## config.mk

```make
export PLATFORM = sky130hd
export DESIGN_NAME = rgb_fade_pwm
export DESIGN_NICKNAME = d
export VERILOG_FILES = /design/src/rtl/rgb_fade_pkg.sv /design/src/rtl/fade_channel.sv /design/src/rtl/rgb_fade_pwm.sv
export SDC_FILE = /design/constraint.sdc
export NUM_CORES = 1
export LEC_CHECK = 0
export CELL_PAD_IN_SITES_DETAIL_PLACEMENT = 0
export CELL_PAD_IN_SITES_GLOBAL_PLACEMENT = 1
export CORE_UTILIZATION = 46
export DETAILED_ROUTE_END_ITERATION = 10
export GPL_ROUTABILITY_DRIVEN = 0
export HOLD_SLACK_MARGIN = 0.05
export PLACE_DENSITY = 0.87
export SYNTH_ARGS = -nofsm -noshare
export SYNTH_HDL_FRONTEND = slang
export SYNTH_HIERARCHICAL = 1
export SYNTH_SLANG_ARGS = --single-unit
```

## constraint.sdc

```tcl
create_clock -name clk -period 5.33 [get_ports clk]
set_input_delay 1.066 -clock clk [delete_from_list [all_inputs] [get_ports clk]]
set_output_delay 1.066 -clock clk [all_outputs]
set_load 0.03 [all_outputs]
```

## src/rtl/rgb_fade_pkg.sv

```systemverilog
`default_nettype none
// +------------------------------------------------------------------------+
// | rgb_fade_pkg                                                           |
// | Shared types and helpers for the multi-channel fade/PWM generator.     |
// | Revision: 1.0 - initial release                                        |
// +------------------------------------------------------------------------+
package rgb_fade_pkg;

   // Run-time operating mode, sampled once per PWM period
   typedef enum logic [1:0] {
      OFF    = 2'd0,
      SYNC   = 2'd1,
      PHASED = 2'd2,
      STATIC = 2'd3
   } mode_t;

   // Direction of the triangle fade for one channel
   typedef enum logic {
      UP   = 1'b0,
      DOWN = 1'b1
   } dir_t;

   // Bits needed to hold a duty value from 0 up to and including the interval
   function automatic int duty_width(input int interval);
      return $clog2(interval + 1);
   endfunction

endpackage
`default_nettype wire

```

## src/rtl/fade_channel.sv

```systemverilog
`default_nettype none
// +------------------------------------------------------------------------+
// | fade_channel                                                           |
// | Triangle fade level/direction state for one PWM channel. level_o is    |
// | the level after this cycle's step or load, so the parent can latch a   |
// | duty derived from it in the same cycle the step happens.               |
// | Revision: 1.0 - initial release                                        |
// +------------------------------------------------------------------------+
module fade_channel
   import rgb_fade_pkg::*;
#(
   parameter int NUM_STEPS = 100,
   parameter int LW        = $clog2(NUM_STEPS + 1)
) (
   input  logic          clk,
   input  logic          reset,
   input  logic          step_i,
   input  logic          load_i,
   input  logic [LW-1:0] load_level_i,
   input  dir_t          load_dir_i,
   output logic [LW-1:0] level_o
);

   logic [LW-1:0] level_q, level_d;
   dir_t          dir_q, dir_d;

   // Next level/direction: a load wins over a step; endpoints flip direction
   // on arrival so each endpoint is held for exactly one step
   always_comb begin
      level_d = level_q;
      dir_d   = dir_q;
      if (load_i) begin
         level_d = load_level_i;
         dir_d   = load_dir_i;
      end else if (step_i) begin
         if (dir_q == UP) begin
            level_d = level_q + LW'(1);
            if (level_q == LW'(NUM_STEPS - 1)) begin
               dir_d = DOWN;
            end
         end else begin
            level_d = level_q - LW'(1);
            if (level_q == LW'(1)) begin
               dir_d = UP;
            end
         end
      end
   end

   // Level and direction registers
   always_ff @(posedge clk) begin
      if (reset) begin
         level_q <= '0;
         dir_q   <= UP;
      end else begin
         level_q <= level_d;
         dir_q   <= dir_d;
      end
   end

   assign level_o = level_d;

endmodule
`default_nettype wire

```

## src/rtl/rgb_fade_pwm.sv

```systemverilog
`default_nettype none
// +------------------------------------------------------------------------+
// | rgb_fade_pwm                                                           |
// | NUM_CH PWM outputs from one shared period counter. Each channel's duty |
// | comes from a triangle fade (all in step, or phase-offset for colour    |
// | cycling) or from a static input. Duty is latched only at the period    |
// | boundary so outputs never glitch mid-period.                           |
// | Revision: 1.0 - initial release                                        |
// +------------------------------------------------------------------------+
module rgb_fade_pwm
   import rgb_fade_pkg::*;
#(
   parameter int NUM_CH       = 3,
   parameter int PWM_INTERVAL = 1200,
   parameter int NUM_STEPS    = 100,
   parameter int STEP_PERIODS = 50,
   parameter bit ACTIVE_LOW   = 1'b1
) (
   input  logic                                        clk,
   input  logic                                        reset,
   input  logic                                        enable,
   input  logic [1:0]                                  mode,
   input  logic [NUM_CH*duty_width(PWM_INTERVAL)-1:0]  static_duty,
   output logic [NUM_CH-1:0]                           pwm_out,
   output logic                                        period_start
);

   localparam int DW   = duty_width(PWM_INTERVAL);
   localparam int LW   = $clog2(NUM_STEPS + 1);
   localparam int SW   = $clog2(STEP_PERIODS + 1);
   localparam int UNIT = PWM_INTERVAL / NUM_STEPS;

   logic [DW-1:0]             cnt_q, cnt_d;
   logic [SW-1:0]             step_cnt_q, step_cnt_d;
   mode_t                     mode_q, mode_d;
   logic [DW-1:0]             duty_q [NUM_CH];
   logic [DW-1:0]             duty_d [NUM_CH];
   logic [NUM_CH-1:0]         raw_q, raw_d;
   logic                      period_start_q, period_start_d;

   mode_t                     mode_in;
   logic                      at_last;
   logic                      boundary;
   logic                      mode_change;
   logic                      fading_q;
   logic                      step_wrap;
   logic                      fade_step;
   logic                      fade_load;
   logic [LW-1:0]             level_nxt [NUM_CH];

   assign mode_in     = mode_t'(mode);
   assign at_last     = (cnt_q == DW'(PWM_INTERVAL - 1));
   assign boundary    = enable && at_last;
   assign mode_change = (mode_in != mode_q);
   assign fading_q    = (mode_q == SYNC) || (mode_q == PHASED);
   assign step_wrap   = (step_cnt_q == SW'(STEP_PERIODS - 1));
   assign fade_step   = boundary && !mode_change && fading_q && step_wrap;
   assign fade_load   = boundary && mode_change &&
                        ((mode_in == SYNC) || (mode_in == PHASED));

   // Per-channel fade state; PHASED spreads channels evenly round the
   // 2*NUM_STEPS-step triangle, SYNC starts them all at zero
   for (genvar i = 0; i < NUM_CH; i++) begin : g_ch
      localparam int   POS       = (i * 2 * NUM_STEPS) / NUM_CH;
      localparam int   PH_LEVEL  = (POS <= NUM_STEPS) ? POS : (2 * NUM_STEPS - POS);
      localparam dir_t PH_DIR    = (POS >= NUM_STEPS) ? DOWN : UP;

      logic [LW-1:0] load_level;
      dir_t          load_dir;

      assign load_level = (mode_in == PHASED) ? LW'(PH_LEVEL) : '0;
      assign load_dir   = (mode_in == PHASED) ? PH_DIR : UP;

      fade_channel #(
         .NUM_STEPS (NUM_STEPS),
         .LW        (LW)
      ) u_fade (
         .clk          (clk),
         .reset        (reset),
         .step_i       (fade_step),
         .load_i       (fade_load),
         .load_level_i (load_level),
         .load_dir_i   (load_dir),
         .level_o      (level_nxt[i])
      );
   end

   // Period counter, fade step prescaler and mode sampling
   always_comb begin
      cnt_d      = cnt_q;
      step_cnt_d = step_cnt_q;
      mode_d     = mode_q;
      if (enable) begin
         cnt_d = at_last ? '0 : cnt_q + DW'(1);
      end
      if (boundary) begin
         mode_d = mode_in;
         if (mode_change) begin
            step_cnt_d = '0;
         end else if (fading_q) begin
            step_cnt_d = step_wrap ? '0 : step_cnt_q + SW'(1);
         end
      end
   end

   // Duty latch at the boundary, using the freshly sampled mode and the
   // post-step (or freshly loaded) fade level
   always_comb begin
      for (int i = 0; i < NUM_CH; i++) begin
         duty_d[i] = duty_q[i];
         if (boundary) begin
            case (mode_in)
               OFF:          duty_d[i] = '0;
               SYNC, PHASED: duty_d[i] = DW'(32'(level_nxt[i]) * UNIT);
               default: begin
                  if (static_duty[i*DW +: DW] > DW'(PWM_INTERVAL)) begin
                     duty_d[i] = DW'(PWM_INTERVAL);
                  end else begin
                     duty_d[i] = static_duty[i*DW +: DW];
                  end
               end
            endcase
         end
      end
   end

   // PWM compare and period marker, both one cycle behind cnt
   always_comb begin
      for (int i = 0; i < NUM_CH; i++) begin
         raw_d[i] = enable && (cnt_q < duty_q[i]);
      end
      period_start_d = enable && (cnt_q == '0);
   end

   // State registers
   always_ff @(posedge clk) begin
      if (reset) begin
         cnt_q          <= '0;
         step_cnt_q     <= '0;
         mode_q         <= OFF;
         raw_q          <= '0;
         period_start_q <= 1'b0;
         for (int i = 0; i < NUM_CH; i++) begin
            duty_q[i] <= '0;
         end
      end else begin
         cnt_q          <= cnt_d;
         step_cnt_q     <= step_cnt_d;
         mode_q         <= mode_d;
         raw_q          <= raw_d;
         period_start_q <= period_start_d;
         for (int i = 0; i < NUM_CH; i++) begin
            duty_q[i] <= duty_d[i];
         end
      end
   end

   assign pwm_out      = raw_q ^ {NUM_CH{ACTIVE_LOW}};
   assign period_start = period_start_q;

endmodule
`default_nettype wire

```

==> flow_summary.json, run 1 <==
{
  "first_global_vias": 5351,
  "clock_path_buffers": 2,
  "ant_nets": 0,
  "p_leak_nw": 2.84,
  "crit_slowest_cell": "clkdlybuf4s50_1",
  "cp.required_ns": 5.58,
  "fin_nets": 893,
  "p_total_mw": 1.32,
  "whs_ns": 0.454,
  "critPathMaxFanout": 24,
  "ir_drop_mv": 0.125,
  "numPortBuffers": 41,
  "grt_use_total_pct": 22.8,
  "setup_viol": 0,
  "endpoint_kind": "flip-flop",
  "layout_commonest_cell": "dfxtp_1",
  "worstReg2RegStart": "cnt_q[1]$_SDFFE_PP0P_",
  "antenna_cells": 0,
  "place_ws_ns": 0.460,
  "core_area_mm2": 0.0128,
  "ys_ff_latch": 80,
  "start_util_pct": 47.9,
  "max_freq_ghz": 0.220,
  "path_cells": "clkdlybuf4s50_1, or2_2, o22a_1, nor3_2, buf_4, mux2i_1, o21ai_0, ha_1, inv_1, fa_1, nor2b_1, o31a_1, nor3b_1, o31ai_1, a221oi_1",
  "maxSlewHeadroom_pct": 38.1,
  "die_area_mm2": 0.0138,
  "fin_crit_ns": 4.54,
  "htree_levels": 3,
  "fin_setup_tns_ns": 0,
  "area_growth_syn_to_layout_pct": 14.0,
  "cp_slowest_stage_delay_ns": 0.49,
  "synth_cell_types": 69,
  "grt_pass1_wl_um": 25700,
  "arrival_ns": 4.79,
  "synth_warnings": 6,
  "grt_overflow_total": 0,
  "die_w_um": 117,
  "cts_resized": 0,
  "startpoint": "mode[0]",
  "row_count": 41,
  "async_reset_ff_share_pct": 0,
  "drtPass1Iterations": 4,
  "worstHoldStart": "duty_q[0][23]$_SDFFE_PP0N_",
  "dpl_cell_area_mm2": 0.00670,
  "tritoncts": "yes",
  "num_vias": 5465,
  "setup_ws_ns": 0.790,
  "p_per_area_mw_per_mm2": 190,
  "synth_edf_count": 0,
  "grt_max_degree": 50,
  "syn_area_mm2": 0.00612,
  "maxCapViolations": 0,
  "rsz0062_at_grt": "false",
  "hold_path.class": "reg2reg",
  "worstSetupPathType": "in2reg",
  "synth.yosys.seq_area_share_pct": 26.2,
  "io_pins": 42,
  "hold_buffers": 0,
  "syn-instance-count": 739,
  "dieHeight_um": 117,
  "cts_made_buffers": 9,
  "avgSynthCellArea_um2": 8.29,
  "antenna_found_initial": 0,
  "root_buffer": "clkbuf_16",
  "timing.final.crit_share_pct": 85.2,
  "final_cell_mix": "dfxtp_1 (80), inv_1 (70), ha_1 (66)",
  "fin_area_mm2": 0.00698,
  "status": "complete, no violations",
  "postCtsSetupRepairBufs": 0,
  "drc": 0,
  "clk_pin_slew_ns": 0.07,
  "worst_pin_slew_ns": 0.929,
  "synth_ff_type": "dfxtp_1",
  "hold_viol_final": 0,
  "skew_ns": 0.00862,
  "post_route_cells_drive_above_1_share_pct": 7.59,
  "fillers": 1158,
  "wl_um": 15300,
  "insertion_delay_ns": 0.35,
  "dpl.hpwl_um": 11500,
  "startpoint_type": "primary input",
  "vias_per_cell": 5.68,
  "routedWlPerCell_um": 15.9,
  "clock-sinks": 80,
  "slew_violations": 0,
  "drtIter0Drc": 316
}
[layout make-up]
cell class | instances | area, um2 | area share (%)
inverters | 71 | 267 | 3.82
clock inverters | 3 | 43.8 | 0.627
clock buffers | 12 | 236 | 3.39
multi-input cells | 573 | 4140 | 59.3
repair buffers | 51 | 480 | 6.88
flip-flops and latches | 80 | 1600 | 22.9
well taps | 172 | 215 | 3.08
[layer usage]
layer	vias up	share of wire, %	global-route usage (%)
li1	2758	-	-
met1	2585	47	28.9
met2	98	47	38.3
met4	0	2.1	9.98
met5	-	0	0
met3	24	3.4	3.31
[where the power goes]
part	switching [mW]	internal (mW)
sequential	0.00460	0.601
clock	0.249	0.361
combinational	0.0618	0.0471
[cells by family after synthesis]
group           synth area share, %
mux                            1.90
fa+ha+maj                      14.5
other cells                  0.0612
flops                          26.2
buf+inv                        7.56
compound gates                 23.6
simple gates                   21.3
xor+xnor                       5.01
[synth_stat cells, drive strengths merged, types with 6 or more instances]
master	count	area, um2
dfxtp	80	1600
o211a	9	90.1
and4b	6	67.6
nor2b	11	68.8
a211oi	19	143
buf	15	98.8
mux2i	6	60.1
clkbuf	18	97.6
xor2	18	158
a21oi	45	225
and3	8	53.8
inv	70	263
o21ai	51	255
and2	7	43.8
nand2b	10	62.6
nor2	43	161
nor4b	7	86.3
nand4	6	37.5
nand3	27	135
o221ai	7	61.3
a21o	11	82.6
xnor2	17	149
ha	66	826
nor3	7	35.0
and4	6	52.6
a31oi	15	93.8
o21a	10	75.1
nand2	57	214
a221oi	12	105
[metrics by stage]
| step | cells | util [%] |
|---|---|---|
| floorplan | 757 | - |
| global placement | 947 | 52.5 |
| detailed placement | 947 | 52.5 |
| CTS | 962 | 54.6 |
| global route | 962 | 54.6 |
| finish | 962 | 54.6 |
[flip-flops by register name, indices dropped and copies added, names as in the netlist]
name                 count
period_start             1
duty_q                  33
mode_q                   2
cnt_q                   11
g_ch.u_fade/level_q     21
raw_q                    3
step_cnt_q               6
g_ch.u_fade/dir_q        3
[critical path, delay by kind of cell]
| kind | cells | cell delay (ns) |
|---|---|---|
| adder cells (fa/ha/maj) | 2 | 0.65 |
| multiplexers | 1 | 0.11 |
| buffers and inverters | 3 | 0.86 |
| AO/OA/AOI/OAI | 5 | 1.21 |
| AND/OR/NAND/NOR | 4 | 0.88 |
[worst paths after layout]
path,to,slack [ns],cells after the start
min,duty_q[0][23]$_SDFFE_PP0N_,0.45,2
min reg2reg,duty_q[0][23]$_SDFFE_PP0N_,0.45,2
max reg2reg,duty_q[0][20]$_SDFFE_PP0N_,1.15,15
max,duty_q[0][20]$_SDFFE_PP0N_,0.79,15
Note: power is estimated with default switching activity, not from simulation.
==> run 2, diff against run 1 <==
CELL_PAD_IN_SITES_DETAIL_PLACEMENT = 1   (was 0)
CORE_UTILIZATION = 45   (was 46)
CTS_BUF_LIST = sky130_fd_sc_hd__clkbuf_16   (was unset)
PLACE_DENSITY = 0.85   (was 0.87)
SYNTH_HIERARCHICAL = unset   (was 1)
==> flow_summary.json, run 2 <==
{
  "final_core_util_pct": 52.7,
  "timing.final.crit_share_pct": 88.8,
  "dpl.cell_count": 883,
  "critPathMaxFanout": 13,
  "first_global_vias": 5747,
  "synth_most_common_cell": "dfxtp_1",
  "grt_util_met3_pct": 3.29,
  "dpl.hpwl_um": 13000,
  "area_growth_syn_to_layout_pct": 14.2,
  "final_cell_mix": "dfxtp_1 (80), ha_1 (65), inv_1 (60), nor2_1 (60), a21oi_1 (44)",
  "vias_per_cell": 5.95,
  "async_reset_ff_share_pct": 0,
  "maxSlewHeadroom_pct": 30.1,
  "met2_usage_pct": 48.6,
  "start_util_pct": 46.1,
  "grt_busiest_layer": "met2",
  "clock-sinks": 80,
  "hold_path.class": "reg2reg",
  "synth_area_leaders": "dfxtp_1 (28%), ha_1 (14%), nor2_1 (3.9%), a21oi_1 (3.8%), inv_1 (3.7%)",
  "synth_edf_count": 0,
  "rsz0062_at_grt": "false",
  "drtIter0Drc": 247,
  "cp.required_ns": 5.51,
  "skew_ns": 0.00630,
  "htree_levels": 3,
  "clk_pin_slew_ns": 0.06,
  "die_w_um": 116,
  "fillers": 1535,
  "ir_drop_mv": 0.134,
  "synth_largest_area_cell": "dfxtp_1",
  "p_leak_nw": 2.80,
  "largest_register_ffs": 33,
  "postCtsSetupRepairBufs": 0,
  "post_route_cells_drive_above_1_share_pct": 6.05,
  "layout_commonest_cell": "dfxtp_1",
  "use_met1_pct": 32.8,
  "dieHeight_um": 116,
  "antenna_found_initial": 0,
  "yosys-top-cells-count": "dfxtp_1 (80), ha_1 (65), nor2_1 (60)",
  "hold_viol_final": 0,
  "syn-instance-count": 690,
  "cts_made_buffers": 9,
  "wl_um": 17300,
  "startpoint_type": "primary input",
  "cts_resized": 0,
  "routedWlPerCell_um": 19.3,
  "fin_setup_tns_ns": 0,
  "synth_ff_type": "dfxtp_1",
  "grt_use_total_pct": 27.2,
  "drc": 0,
  "insertion_delay_ns": 0.34,
  "slew_violations": 0,
  "antenna_cells": 0,
  "max_freq_ghz": 0.211,
  "p_per_area_mw_per_mm2": 199,
  "worst_pin_slew_ns": 1.05,
  "grt_overflow_total": 0,
  "endpoint_kind": "flip-flop",
  "core_area_mm2": 0.0126,
  "root_buffer": "clkbuf_16",
  "grt_max_degree": 51,
  "synth.net_count": 796,
  "ys_ff_latch": 80,
  "drtPass1Iterations": 5,
  "grt_pass1_wl_um": 28400,
  "die_area_mm2": 0.0134,
  "setup_viol": 0,
  "avgSynthCellArea_um2": 8.44,
  "reg.largest.list": "duty_q x33, g_ch.u_fade.level_q x21, cnt_q x11",
  "fin_nets": 828,
  "row_count": 41,
  "synth_warnings": 0,
  "p_total_mw": 1.32,
  "synth_cell_types": 82,
  "numPortBuffers": 41,
  "regMostFlops": "duty_q",
  "clock_path_buffers": 2,
  "arrival_ns": 4.91,
  "final_cell_count_no_fill": 899,
  "status": "complete, no violations",
  "synth.yosys.seq_area_share_pct": 27.5,
  "maxCapViolations": 0,
  "fin_crit_ns": 4.73,
  "syn_area_mm2": 0.00582,
  "yosys.area.top_type_share_pct": 27.5,
  "hold_buffers": 0,
  "num_vias": 5350,
  "io_pins": 42,
  "ant_nets": 0,
  "worstSetupPathType": "in2reg",
  "tritoncts": "yes"
}
==> run 2: kinds of logic after synthesis <==
| logic type | Yosys count | share of synthesized area, % |
|---|---|---|
| XOR/XNOR | 36 | 5.42 |
| multiplexers | 8 | 1.66 |
| AND/OR/NAND/NOR | 222 | 21.4 |
| buffers and inverters | 88 | 6.28 |
| flip-flops | 80 | 27.5 |
| AO/OA/AOI/OAI | 188 | 22.7 |
| adder cells (fa/ha/maj) | 68 | 15.0 |
==> run 2: layer usage <==
metal,vias to the layer above,part of all wire [%]
met2,107,50
met5,-,0
met1,2641,44
met3,35,3.5
li1,2567,-
met4,0,2.4
==> run 2: final cells by class <==
type | count | area [um2] | share of cell area, %
Multi-Input combinational cell | 522 | 3850 | 58.0
Clock buffer | 9 | 225 | 3.39
Inverter | 58 | 218 | 3.27
Tap cell | 172 | 215 | 3.24
Sequential cell | 80 | 1600 | 24.1
Timing Repair Buffer | 51 | 480 | 7.23
Clock inverter | 7 | 55.1 | 0.828
==> run 2: path summary, 6_finish.rpt <==
check,depth (start not counted),startpoint,slack (ns),endpoint
min reg2reg,2,duty_q[0][16]$_SDFFE_PP0P_,0.46,duty_q[0][16]$_SDFFE_PP0P_
max,13,mode[1],0.60,duty_q[0][7]$_SDFFE_PP0P_
min,2,duty_q[0][16]$_SDFFE_PP0P_,0.46,duty_q[0][16]$_SDFFE_PP0P_
max reg2reg,14,cnt_q[1]$_SDFFE_PP0P_,1.29,duty_q[0][19]$_SDFFE_PP0P_
==> run 2: power by group <==
group | switching [mW] | internal [mW]
Combinational | 0.0593 | 0.0510
Sequential | 0.00575 | 0.601
Clock | 0.251 | 0.355
Total | 0.316 | 1.01
==> run 2: worst max-delay path, cell delays in order <==
cell,delay [ns]
clkdlybuf4s50_1,0.55
and4bb_1,0.43
o2111a_1,0.60
nand2_2,0.24
a21oi_1,0.28
nor2_1,0.14
ha_1,0.25
fa_1,0.40
a21o_1,0.21
a21oi_1,0.27
xnor2_1,0.11
a221oi_1,0.26
a211oi_1,0.08
==> run 2: per-stage QoR <==
step / cell area [um2] / setup WS [ns] / hold slack, ns
2_1_floorplan: 5820 / 1.30 / 0.436
3_3_place_gp: 6370 / 0.484 / 0.449
3_5_place_dp: 6370 / 0.337 / 0.462
4_1_cts: 6650 / 0.606 / 0.470
5_1_grt: 6650 / 0.320 / 0.496
6_report: 6650 / 0.596 / 0.462
==> run 3, diff against run 2 <==
PLACE_DENSITY = 0.77   (was 0.85)
==> flow_summary.json, run 3 (same netlist as run 2, synthesis figures left out) <==
{
  "fin_crit_ns": 4.50,
  "die_w_um": 116,
  "post_route_cells_drive_above_1_share_pct": 6.46,
  "p_comb_share_pct": 8.5,
  "cp_top_family": "compound AO/OA/AOI/OAI gates",
  "grt_overflow_total": 0,
  "insertion_delay_ns": 0.35,
  "setup_ws_ns": 0.834,
  "reg.largest.list": "duty_q x33, g_ch.u_fade.level_q x21, cnt_q x11",
  "cp_slowest_stage_delay_ns": 0.61,
  "rsz0062_at_grt": "false",
  "hold_buffers": 0,
  "place_ws_ns": 0.556,
  "wl_um": 17100,
  "seq_power_share_pct": 47.1,
  "num_vias": 5199,
  "maxSlewHeadroom_pct": 28.7,
  "p_total_mw": 1.29,
  "startpoint_type": "primary input",
  "hold_path.class": "reg2reg",
  "start_util_pct": 46.1,
  "drtIter0Drc": 204,
  "worstSetupPathType": "in2reg",
  "root_buffer": "clkbuf_16",
  "clockPowerShare_pct": 44.4,
  "clock_path_buffers": 2,
  "status": "complete, no violations",
  "skew_ns": 0.00586,
  "cp.required_ns": 5.61,
  "worst_pin_slew_ns": 1.07,
  "dieHeight_um": 116,
  "hold_viol_final": 0,
  "grt_use_total_pct": 27.4,
  "ant_nets": 0,
  "antenna_found_initial": 0,
  "intPower_mw": 0.962,
  "layout_commonest_cell": "dfxtp_1",
  "p_leak_nw": 2.79,
  "drtPass1Iterations": 5,
  "cp_num_buf_inv": 3,
  "routedWlPerCell_um": 19.0,
  "hold_depth": 2,
  "crit_slowest_cell": "clkdlybuf4s50_1",
  "cts_made_buffers": 9,
  "final_cell_mix": "dfxtp_1 (80), ha_1 (65), nor2_1 (60)",
  "r2r_cells": 14,
  "area_growth_syn_to_layout_pct": 14.1,
  "largest_register_ffs": 33,
  "postCtsSetupRepairBufs": 0,
  "dpl.hpwl_um": 13100,
  "grt_pass1_wl_um": 27900,
  "first_global_vias": 5432,
  "cp.depth": 15,
  "arrival_ns": 4.78,
  "fillers": 1535,
  "ir_drop_mv": 0.138,
  "drc": 0,
  "clk_pin_slew_ns": 0.06,
  "grt_max_degree": 51,
  "p_per_area_mw_per_mm2": 194,
  "fin_setup_tns_ns": 0,
  "max_freq_ghz": 0.222,
  "antenna_cells": 0,
  "slew_violations": 0,
  "timing.final.crit_share_pct": 84.4,
  "tritoncts": "yes",
  "die_area_mm2": 0.0134,
  "cts_resized": 0,
  "setup_viol": 0,
  "numPortBuffers": 41,
  "endpoint_kind": "flip-flop",
  "core_area_mm2": 0.0126,
  "fin_nets": 829,
  "vias_per_cell": 5.78,
  "regMostFlops": "duty_q",
  "critPathMaxFanout": 9,
  "switching_power_mw": 0.326,
  "io_pins": 42,
  "clock-sinks": 80,
  "row_count": 41,
  "maxCapViolations": 0,
  "path_cells": "clkdlybuf4s50_1, inv_1, ha_1, a21oi_1, buf_4, o21a_1, nor2_1, nor3_1, ha_1, a21o_1, a21o_1, a21oi_1, mux2i_1, o21ai_0, a31oi_1",
  "htree_levels": 3,
  "netSwitchingFraction_pct": 25.3
}
-- run 3: path summary, 6_finish.rpt --
kind / startpoint / to / slack (ns)
min: duty_q[0][15]$_SDFFE_PP0P_ / duty_q[0][15]$_SDFFE_PP0P_ / 0.46
max reg2reg: cnt_q[1]$_SDFFE_PP0P_ / duty_q[0][19]$_SDFFE_PP0P_ / 1.27
max: mode[0] / duty_q[0][19]$_SDFFE_PP0P_ / 0.83
min reg2reg: duty_q[0][15]$_SDFFE_PP0P_ / duty_q[0][15]$_SDFFE_PP0P_ / 0.46
-- run 3: layout make-up --
cell class / count / area [um2] / area share, %
Multi-Input combinational cell: 522 / 3850 / 58.0
Clock inverter: 7 / 38.8 / 0.584
Sequential cell: 80 / 1600 / 24.1
Clock buffer: 9 / 225 / 3.39
Inverter: 58 / 218 / 3.28
Tap cell: 172 / 215 / 3.24
Timing Repair Buffer: 52 / 488 / 7.35
-- run 3: stage by stage --
stage	utilization [%]	hold slack (ns)	instance area [um2]	std cells
2_1_floorplan	-	0.436	5820	690
3_3_place_gp	50.5	0.448	6380	884
3_5_place_dp	50.5	0.456	6380	884
4_1_cts	52.6	0.464	6640	900
5_1_grt	52.6	0.495	6640	900
6_report	52.6	0.462	6640	900
-- run 3: layer usage --
layer,up-vias,wire (um),track usage (%)
met1,2537,7620,33.3
met5,-,0,0
li1,2555,-,-
met2,82,8560,48.2
met3,25,522,5.65
met4,0,356,9.40
-- run 3: power by group through the flow --
| stage | clock [mW] | sequential [mW] | combinational, mW |
|---|---|---|---|
| finish | 0.572 | 0.606 | 0.110 |
| global route | 0.608 | 0.607 | 0.119 |
| CTS | 0.585 | 0.606 | 0.110 |
| detailed placement | 0 | 0.620 | 0.109 |
| global placement | 0 | 0.620 | 0.106 |
| floorplan | 0 | 0.617 | 0.0532 |
-- run 3: tightest hold or removal path, cell delays in order, from the launching register on --
cell,delay (ns)
dfxtp_1,0.31
nand2_1,0.05
a21oi_1,0.05
